`src/rtl/fpadd_scheduler.sv`:
```
// -----------------------------------------------------------------------------
// fpadd_scheduler
//
// Shares one fixed-latency floating-point adder datapath between two
// requesters. Each requester hands over one operand pair at a time. The block
// arbitrates, issues the pair to the adder, tracks the operation through a
// LATENCY-deep tag pipeline, and holds the returned sum on that requester's
// response port until it is accepted. Sums pass through untouched; this block
// does not interpret the IEEE-754 encoding.
//
// Configuration macro:
//   FPADD_SCHED_FIXED_PRIO_EN  defined   -> requester 0 always wins a tie and
//                                           there is no round-robin pointer
//                              undefined -> round-robin arbitration (default)
//
// Parameters:
//   LATENCY    cycles from dp_issue to the matching dp_result (legal 1..8)
//
// Ports:
//   clk                 single clock, rising edge
//   reset_n             asynchronous active-low reset
//   req_valid[1:0]      per-requester operand pair valid
//   req_a0/req_b0       requester 0 operands
//   req_a1/req_b1       requester 1 operands
//   req_ready[1:0]      combinational accept, high only for the granted requester
//   dp_a/dp_b           registered operands to the shared adder
//   dp_issue            one-cycle strobe qualifying dp_a/dp_b
//   dp_result           adder sum, valid LATENCY cycles after dp_issue
//   rsp_data0/1         per-requester held result
//   rsp_valid[1:0]      per-requester result valid
//   rsp_ready[1:0]      per-requester result accept
//   busy                high while any requester has an operation outstanding
// -----------------------------------------------------------------------------
module fpadd_scheduler #(
  parameter int LATENCY = 3
) (
  input  logic        clk,
  input  logic        reset_n,
  input  logic [1:0]  req_valid,
  input  logic [31:0] req_a0,
  input  logic [31:0] req_b0,
  input  logic [31:0] req_a1,
  input  logic [31:0] req_b1,
  output logic [1:0]  req_ready,
  output logic [31:0] dp_a,
  output logic [31:0] dp_b,
  output logic        dp_issue,
  input  logic [31:0] dp_result,
  output logic [31:0] rsp_data0,
  output logic [31:0] rsp_data1,
  output logic [1:0]  rsp_valid,
  input  logic [1:0]  rsp_ready,
  output logic        busy
);

  typedef enum logic [1:0] {
    IDLE     = 2'd0,
    INFLIGHT = 2'd1,
    DONE     = 2'd2
  } req_state_e;

  // One entry per datapath pipeline stage: is an op there, and whose is it.
  typedef struct packed {
    logic valid;
    logic tag;
  } slot_t;

  req_state_e            state_q [2];
  req_state_e            state_d [2];
  logic [1:0]            eligible;
  logic [1:0]            grant;
  logic                  issue_tag;
  slot_t [LATENCY-1:0]   sr_q;
  slot_t                 ret;

  // Entry leaving the tag pipeline lines up with the adder's sum this cycle.
  assign ret = sr_q[LATENCY-1];

  // ---------------------------------------------------------------------------
  // Arbitration
  // ---------------------------------------------------------------------------
  // A requester can only be granted from IDLE, so a response accepted this
  // cycle frees it for a new grant no earlier than the next cycle.
  always_comb begin
    for (int i = 0; i < 2; i++) begin
      eligible[i] = (state_q[i] == IDLE) && req_valid[i];
    end
  end

`ifdef FPADD_SCHED_FIXED_PRIO_EN
  always_comb begin
    // NOTE: every output of a combinational block gets a default first so no
    // path can leave it unassigned and infer a latch.
    grant = 2'b00;
    if (eligible[0]) begin
      grant = 2'b01;
    end else if (eligible[1]) begin
      grant = 2'b10;
    end
    // Nothing may be accepted while reset is held.
    if (!reset_n) begin
      grant = 2'b00;
    end
  end
`else
  // rr_ptr names the requester that wins the next tie; it starts at 0 and
  // points away from whoever was granted last.
  logic rr_ptr;

  always_comb begin
    grant = 2'b00;
    if (eligible == 2'b11) begin
      grant = rr_ptr ? 2'b10 : 2'b01;
    end else begin
      grant = eligible;
    end
    if (!reset_n) begin
      grant = 2'b00;
    end
  end

  always_ff @(posedge clk or negedge reset_n) begin
    if (!reset_n) begin
      rr_ptr <= 1'b0;
    end else if (grant != 2'b00) begin
      // Granting 0 favours 1 next time, granting 1 favours 0.
      rr_ptr <= grant[0];
    end
  end
`endif

  assign req_ready = grant;

  // ---------------------------------------------------------------------------
  // Per-requester FSM: state register
  // ---------------------------------------------------------------------------
  always_ff @(posedge clk or negedge reset_n) begin
    if (!reset_n) begin
      for (int i = 0; i < 2; i++) begin
        state_q[i] <= IDLE;
      end
    end else begin
      // NOTE: clocked state uses non-blocking assignments so every register
      // samples pre-edge values regardless of statement order.
      for (int i = 0; i < 2; i++) begin
        state_q[i] <= state_d[i];
      end
    end
  end

  // ---------------------------------------------------------------------------
  // Per-requester FSM: next state
  // ---------------------------------------------------------------------------
  always_comb begin
    for (int i = 0; i < 2; i++) begin
      state_d[i] = state_q[i];
      unique case (state_q[i])
        IDLE: begin
          if (grant[i]) begin
            state_d[i] = INFLIGHT;
          end
        end
        INFLIGHT: begin
          if (ret.valid && (ret.tag == 1'(i))) begin
            state_d[i] = DONE;
          end
        end
        DONE: begin
          if (rsp_ready[i]) begin
            state_d[i] = IDLE;
          end
        end
        default: state_d[i] = IDLE;
      endcase
    end
  end

  // ---------------------------------------------------------------------------
  // Per-requester FSM: outputs
  // ---------------------------------------------------------------------------
  always_comb begin
    rsp_valid = 2'b00;
    busy      = 1'b0;
    for (int i = 0; i < 2; i++) begin
      rsp_valid[i] = (state_q[i] == DONE);
      busy         = busy | (state_q[i] != IDLE);
    end
  end

  // ---------------------------------------------------------------------------
  // Issue register: the granted pair goes to the adder on the next cycle.
  // ---------------------------------------------------------------------------
  always_ff @(posedge clk or negedge reset_n) begin
    if (!reset_n) begin
      dp_a      <= '0;
      dp_b      <= '0;
      dp_issue  <= 1'b0;
      issue_tag <= 1'b0;
    end else begin
      dp_issue <= (grant != 2'b00);
      if (grant != 2'b00) begin
        dp_a      <= grant[1] ? req_a1 : req_a0;
        dp_b      <= grant[1] ? req_b1 : req_b0;
        issue_tag <= grant[1];
      end
    end
  end

  // ---------------------------------------------------------------------------
  // Tag pipeline mirroring the adder. Clearing it on reset is what drops
  // in-flight work: sums still emerging from the adder afterwards meet an
  // invalid entry and are ignored.
  // ---------------------------------------------------------------------------
  always_ff @(posedge clk or negedge reset_n) begin
    if (!reset_n) begin
      sr_q <= '0;
    end else begin
      sr_q[0].valid <= dp_issue;
      sr_q[0].tag   <= issue_tag;
      for (int k = 1; k < LATENCY; k++) begin
        sr_q[k] <= sr_q[k-1];
      end
    end
  end

  // ---------------------------------------------------------------------------
  // Result capture. Only a valid pipeline exit writes, and a requester has at
  // most one op outstanding, so a DONE requester's data cannot change until it
  // has been accepted and re-issued.
  // ---------------------------------------------------------------------------
  always_ff @(posedge clk or negedge reset_n) begin
    if (!reset_n) begin
      rsp_data0 <= '0;
      rsp_data1 <= '0;
    end else if (ret.valid) begin
      if (ret.tag) begin
        rsp_data1 <= dp_result;
      end else begin
        rsp_data0 <= dp_result;
      end
    end
  end

endmodule

```
`config.mk`:
```
export PLATFORM = sky130hd
export DESIGN_NAME = fpadd_scheduler
export DESIGN_NICKNAME = d
export VERILOG_FILES = /design/src/rtl/fpadd_scheduler.sv
export SDC_FILE = /design/constraint.sdc
export NUM_CORES = 1
export LEC_CHECK = 0
export BUFFER_PORTS_ARGS = -buffer_cell sky130_fd_sc_hd__buf_2
export CAP_MARGIN = 25
export CORE_MARGIN = 4
export CORE_UTILIZATION = 40
export DETAILED_ROUTE_END_ITERATION = 10
export PLACE_DENSITY_LB_ADDON = 0.12
export SYNTH_ARGS = -nofsm -noshare
export SYNTH_HDL_FRONTEND = slang
export SYNTH_SLANG_ARGS = --single-unit
export TNS_END_PERCENT = 50
```
`constraint.sdc`:
```
create_clock -name clk -period 1.6 [get_ports clk]
set_clock_uncertainty 0.05 [all_clocks]
set_input_delay 0.16 -clock clk [delete_from_list [all_inputs] [get_ports clk]]
set_output_delay 0.16 -clock clk [all_outputs]
set_load 0.005 [all_outputs]
```
==> flow_summary.toml <==
[detailed_routing]
wirelength_um = 21800
drt-initial-drc-count = 403
route.detailed.drc = 0
first_pass_iters = 5
routed_via_density = 5.31
wl_per_cell_um = 20.4
final_antenna_net_count = 0
vias = 5681

[sta]
slew_headroom_pct = 53.3
fin_crit_ns = 1.77
worst_pin_slew_ns = 0.700
fin_crit_sh_pct = 111
setup_ws_ns = -0.169
fmax_ghz = 0.565
drv_slew = 0
rsz0062_at_grt = "true"
hold_viol = 0
setup-violations-final = 66

[power_and_ir_drop]
total_power_mw = 17.1
seq_power_share_pct = 36.3
p_clk_share_pct = 23.5
swShare_pct = 30.1
p_leak_nw = 4.68
intPower_mw = 12.0
power.net_switching_mw = 5.16
powerDensity_nw_per_um2 = 1680
ir_drop_v = 0.00108
pwr-share-comb_pct = 40.2

[floorplan]
initial_core_util_pct = 41.3
fp-row-count = 43
die_area_sq_um = 16500
die_x_um = 128
core_sq_um = 14000
die_h_um = 128
num_io_pins = 300

[cts]
clk_latency_ns = 0.41
cts_sinks = 141
cts_tree = "built"
cts_max_level = 4
cts_buffers = 17
cts_buffer_depth = 2
clk_pin_slew_worst_paths_ns = 0.05
cts.root.buffer_cell = "clkbuf_16"

[worst_setup_path]
rr_startpoint = "state_q[3]$_DFFE_PN0P_"
path_class = "flop to flop"
critPathBufInv = 3
critical-path-max-stage-delay_ns = 0.41
r2r_end = "dp_a[11]$_DFFE_PN0P_"
startpoint_type = "flop"
slowest_stage = "dfrtp_1"
required_ns = 1.84
worstPathMaxFanout = 13
reg2reg_depth = 6
endpoint_kind = "flop"
rrSetupSlack_ns = -0.17
arrival_ns = 2.01
path_cells = "nand4bb_4, a31o_4, buf_4, buf_12, buf_16, o221a_2"
crit_family = "compound AO/OA/AOI/OAI gates"

[logic_synthesis]
syn_avg_cell_area_sq_um = 14.5
seq_area_frac_synth_pct = 60.8
ys_ff_latch = 141
netlist_area_sq_um = 5800
postSynthCellCount = 399
yosysWarningCount = 0
synthDistinctLibCells = 20
syn_nets = 565

[grt]
grtUsageTotal_pct = 25.3
grt_pass1_wl_um = 32200
grt_max_degree = 132
antenna_found_initial = 0
grt_pass1_vias = 5983
gr-total-overflow = 0

[min_path]
min_from = "sr_q[2]$_DFF_PN0_"
hold_depth = 0
whs_endpoint = "ret[0]$_DFF_PN0_"
min_path_type = "flop to flop"

[placed_design]
placed_cells = 853
hpwlAfterDp_um = 12400
port_buffers = 299
gp_congestion = 0.830

[final_layout]
final_common_cell = "buf_2"
fin_cells = 1069
layout_common_cells = "buf_2 (296), dlygate4sd3_1 (163), dfrtp_1 (141)"
drive_above_1_share_pct = 52.5
nNetsFinal = 1039
syn_to_final_growth_pct = 76.2
fill_cells = 900

[outcome]
violations = "setup timing"
status = "finished, violations left"

[job]
drv_cap = 0
[stage by stage]
| stage | setup TNS [ns] | area (sq um) | setup slack [ns] | util (%) | hold slack, ns |
|---|---|---|---|---|---|
| global route | -10.68 | 10200 | -0.236 | 72.8 | 0.311 |
| finish | -6.88 | 10200 | -0.169 | 72.8 | 0.296 |
| floorplan | 0 | 5800 | 0.00354 | - | -0.186 |
| global placement | 0 | 7570 | 0.0895 | 53.9 | 0.0920 |
| CTS | -0.726 | 9920 | -0.152 | 70.7 | 0.00523 |
| detailed placement | 0 | 7570 | 0.0439 | 53.9 | 0.0997 |
[synthesized netlist by cell type]
| master | instances | area [sq um] |
|---|---|---|
| nor2b_1 | 4 | 25.0 |
| mux2_2 | 64 | 721 |
| o221a_2 | 36 | 405 |
| nor2_1 | 2 | 7.51 |
| nand3b_1 | 65 | 488 |
| nand4bb_1 | 2 | 22.5 |
| buf_6 | 4 | 45.0 |
| buf_1 | 9 | 33.8 |
| nand2_1 | 7 | 26.3 |
| o21ai_0 | 2 | 10.0 |
| dfrtp_1 | 141 | 3530 |
| a31o_1 | 2 | 17.5 |
| inv_1 | 4 | 15.0 |
| a22o_1 | 1 | 8.76 |
| clkbuf_1 | 10 | 37.5 |
| o221a_1 | 28 | 315 |
| buf_4 | 2 | 15.0 |
| nand2b_1 | 2 | 12.5 |
| nand3_1 | 2 | 10.0 |
| buf_2 | 12 | 60.1 |
[worst max-delay path by stage]
stage                                start              endpoint  slack, ns  cells after the start
finish              state_q[3]$_DFFE_PN0P_  dp_a[11]$_DFFE_PN0P_      -0.17                      6
global route        state_q[3]$_DFFE_PN0P_          req_ready[0]      -0.24                      5
CTS                 state_q[2]$_DFFE_PN0P_          req_ready[0]      -0.15                      5
detailed placement  state_q[3]$_DFFE_PN0P_  dp_a[14]$_DFFE_PN0P_       0.04                      4
global placement    state_q[3]$_DFFE_PN0P_  dp_a[14]$_DFFE_PN0P_       0.09                      4
floorplan           state_q[3]$_DFFE_PN0P_   dp_b[3]$_DFFE_PN0P_      0.004                      6
[layer usage]
| layer | routed length, um | GRT usage (%) | vias up |
|---|---|---|---|
| met5 | 0 | 0 | - |
| met4 | 1110 | 14.0 | 0 |
| met3 | 1960 | 7.60 | 81 |
| met2 | 10400 | 40.9 | 368 |
| met1 | 8360 | 30.3 | 2752 |
| li1 | - | - | 2480 |
[what timing repair did]
item | CTS | global route
gates cloned | 1 | 5
pin swaps | 2 | 13
endpoints found under the hold margin | 271 | 1
setup endpoints to repair | 2 | 67
resized for setup | 9 | 26
buffers inserted | 9 | 3
hold buffers | 162 | 1
[power by group through the flow]
stage,Clock (mW),Sequential [mW],Combinational [mW]
5_1_grt,4.25,6.41,7.44
4_1_cts,4.09,6.21,6.44
2_1_floorplan,0,6.25,3.01
3_5_place_dp,0,6.20,5.97
6_report,4.02,6.23,6.89
3_3_place_gp,0,6.17,5.80
[flip-flops by register name, indices dropped and copies added, names as in the netlist]
signal	flops
state_q	4
dp_a	32
dp_b	32
rr_ptr	1
issue_tag	1
ret	2
rsp_data1	32
dp_issue	1
rsp_data0	32
sr_q	4
[logic make-up (layout without fill, tap and decap cells)]
kind of cell	count (synthesis)	in the layout	synth area share (%)
DFF	141	141	60.8
and+or+nand+nor	84	84	10.2
AOI/OAI and AO/OA	69	69	13.0
muxes	64	64	12.4
buffers and inverters	41	527	3.56
other	0	4	0
[cell type report]
cell class,count,area [sq um],share of cell area [%]
clock buffers,25,495,4.85
diodes,4,10.0,0.0979
repair buffers,492,3600,35.2
flip-flops and latches,141,3530,34.5
clock inverters,6,108,1.05
multi-input cells,217,2240,21.9
well taps,180,225,2.20
inverters,4,25.0,0.245
Note: power is estimated with default switching activity, not from simulation.
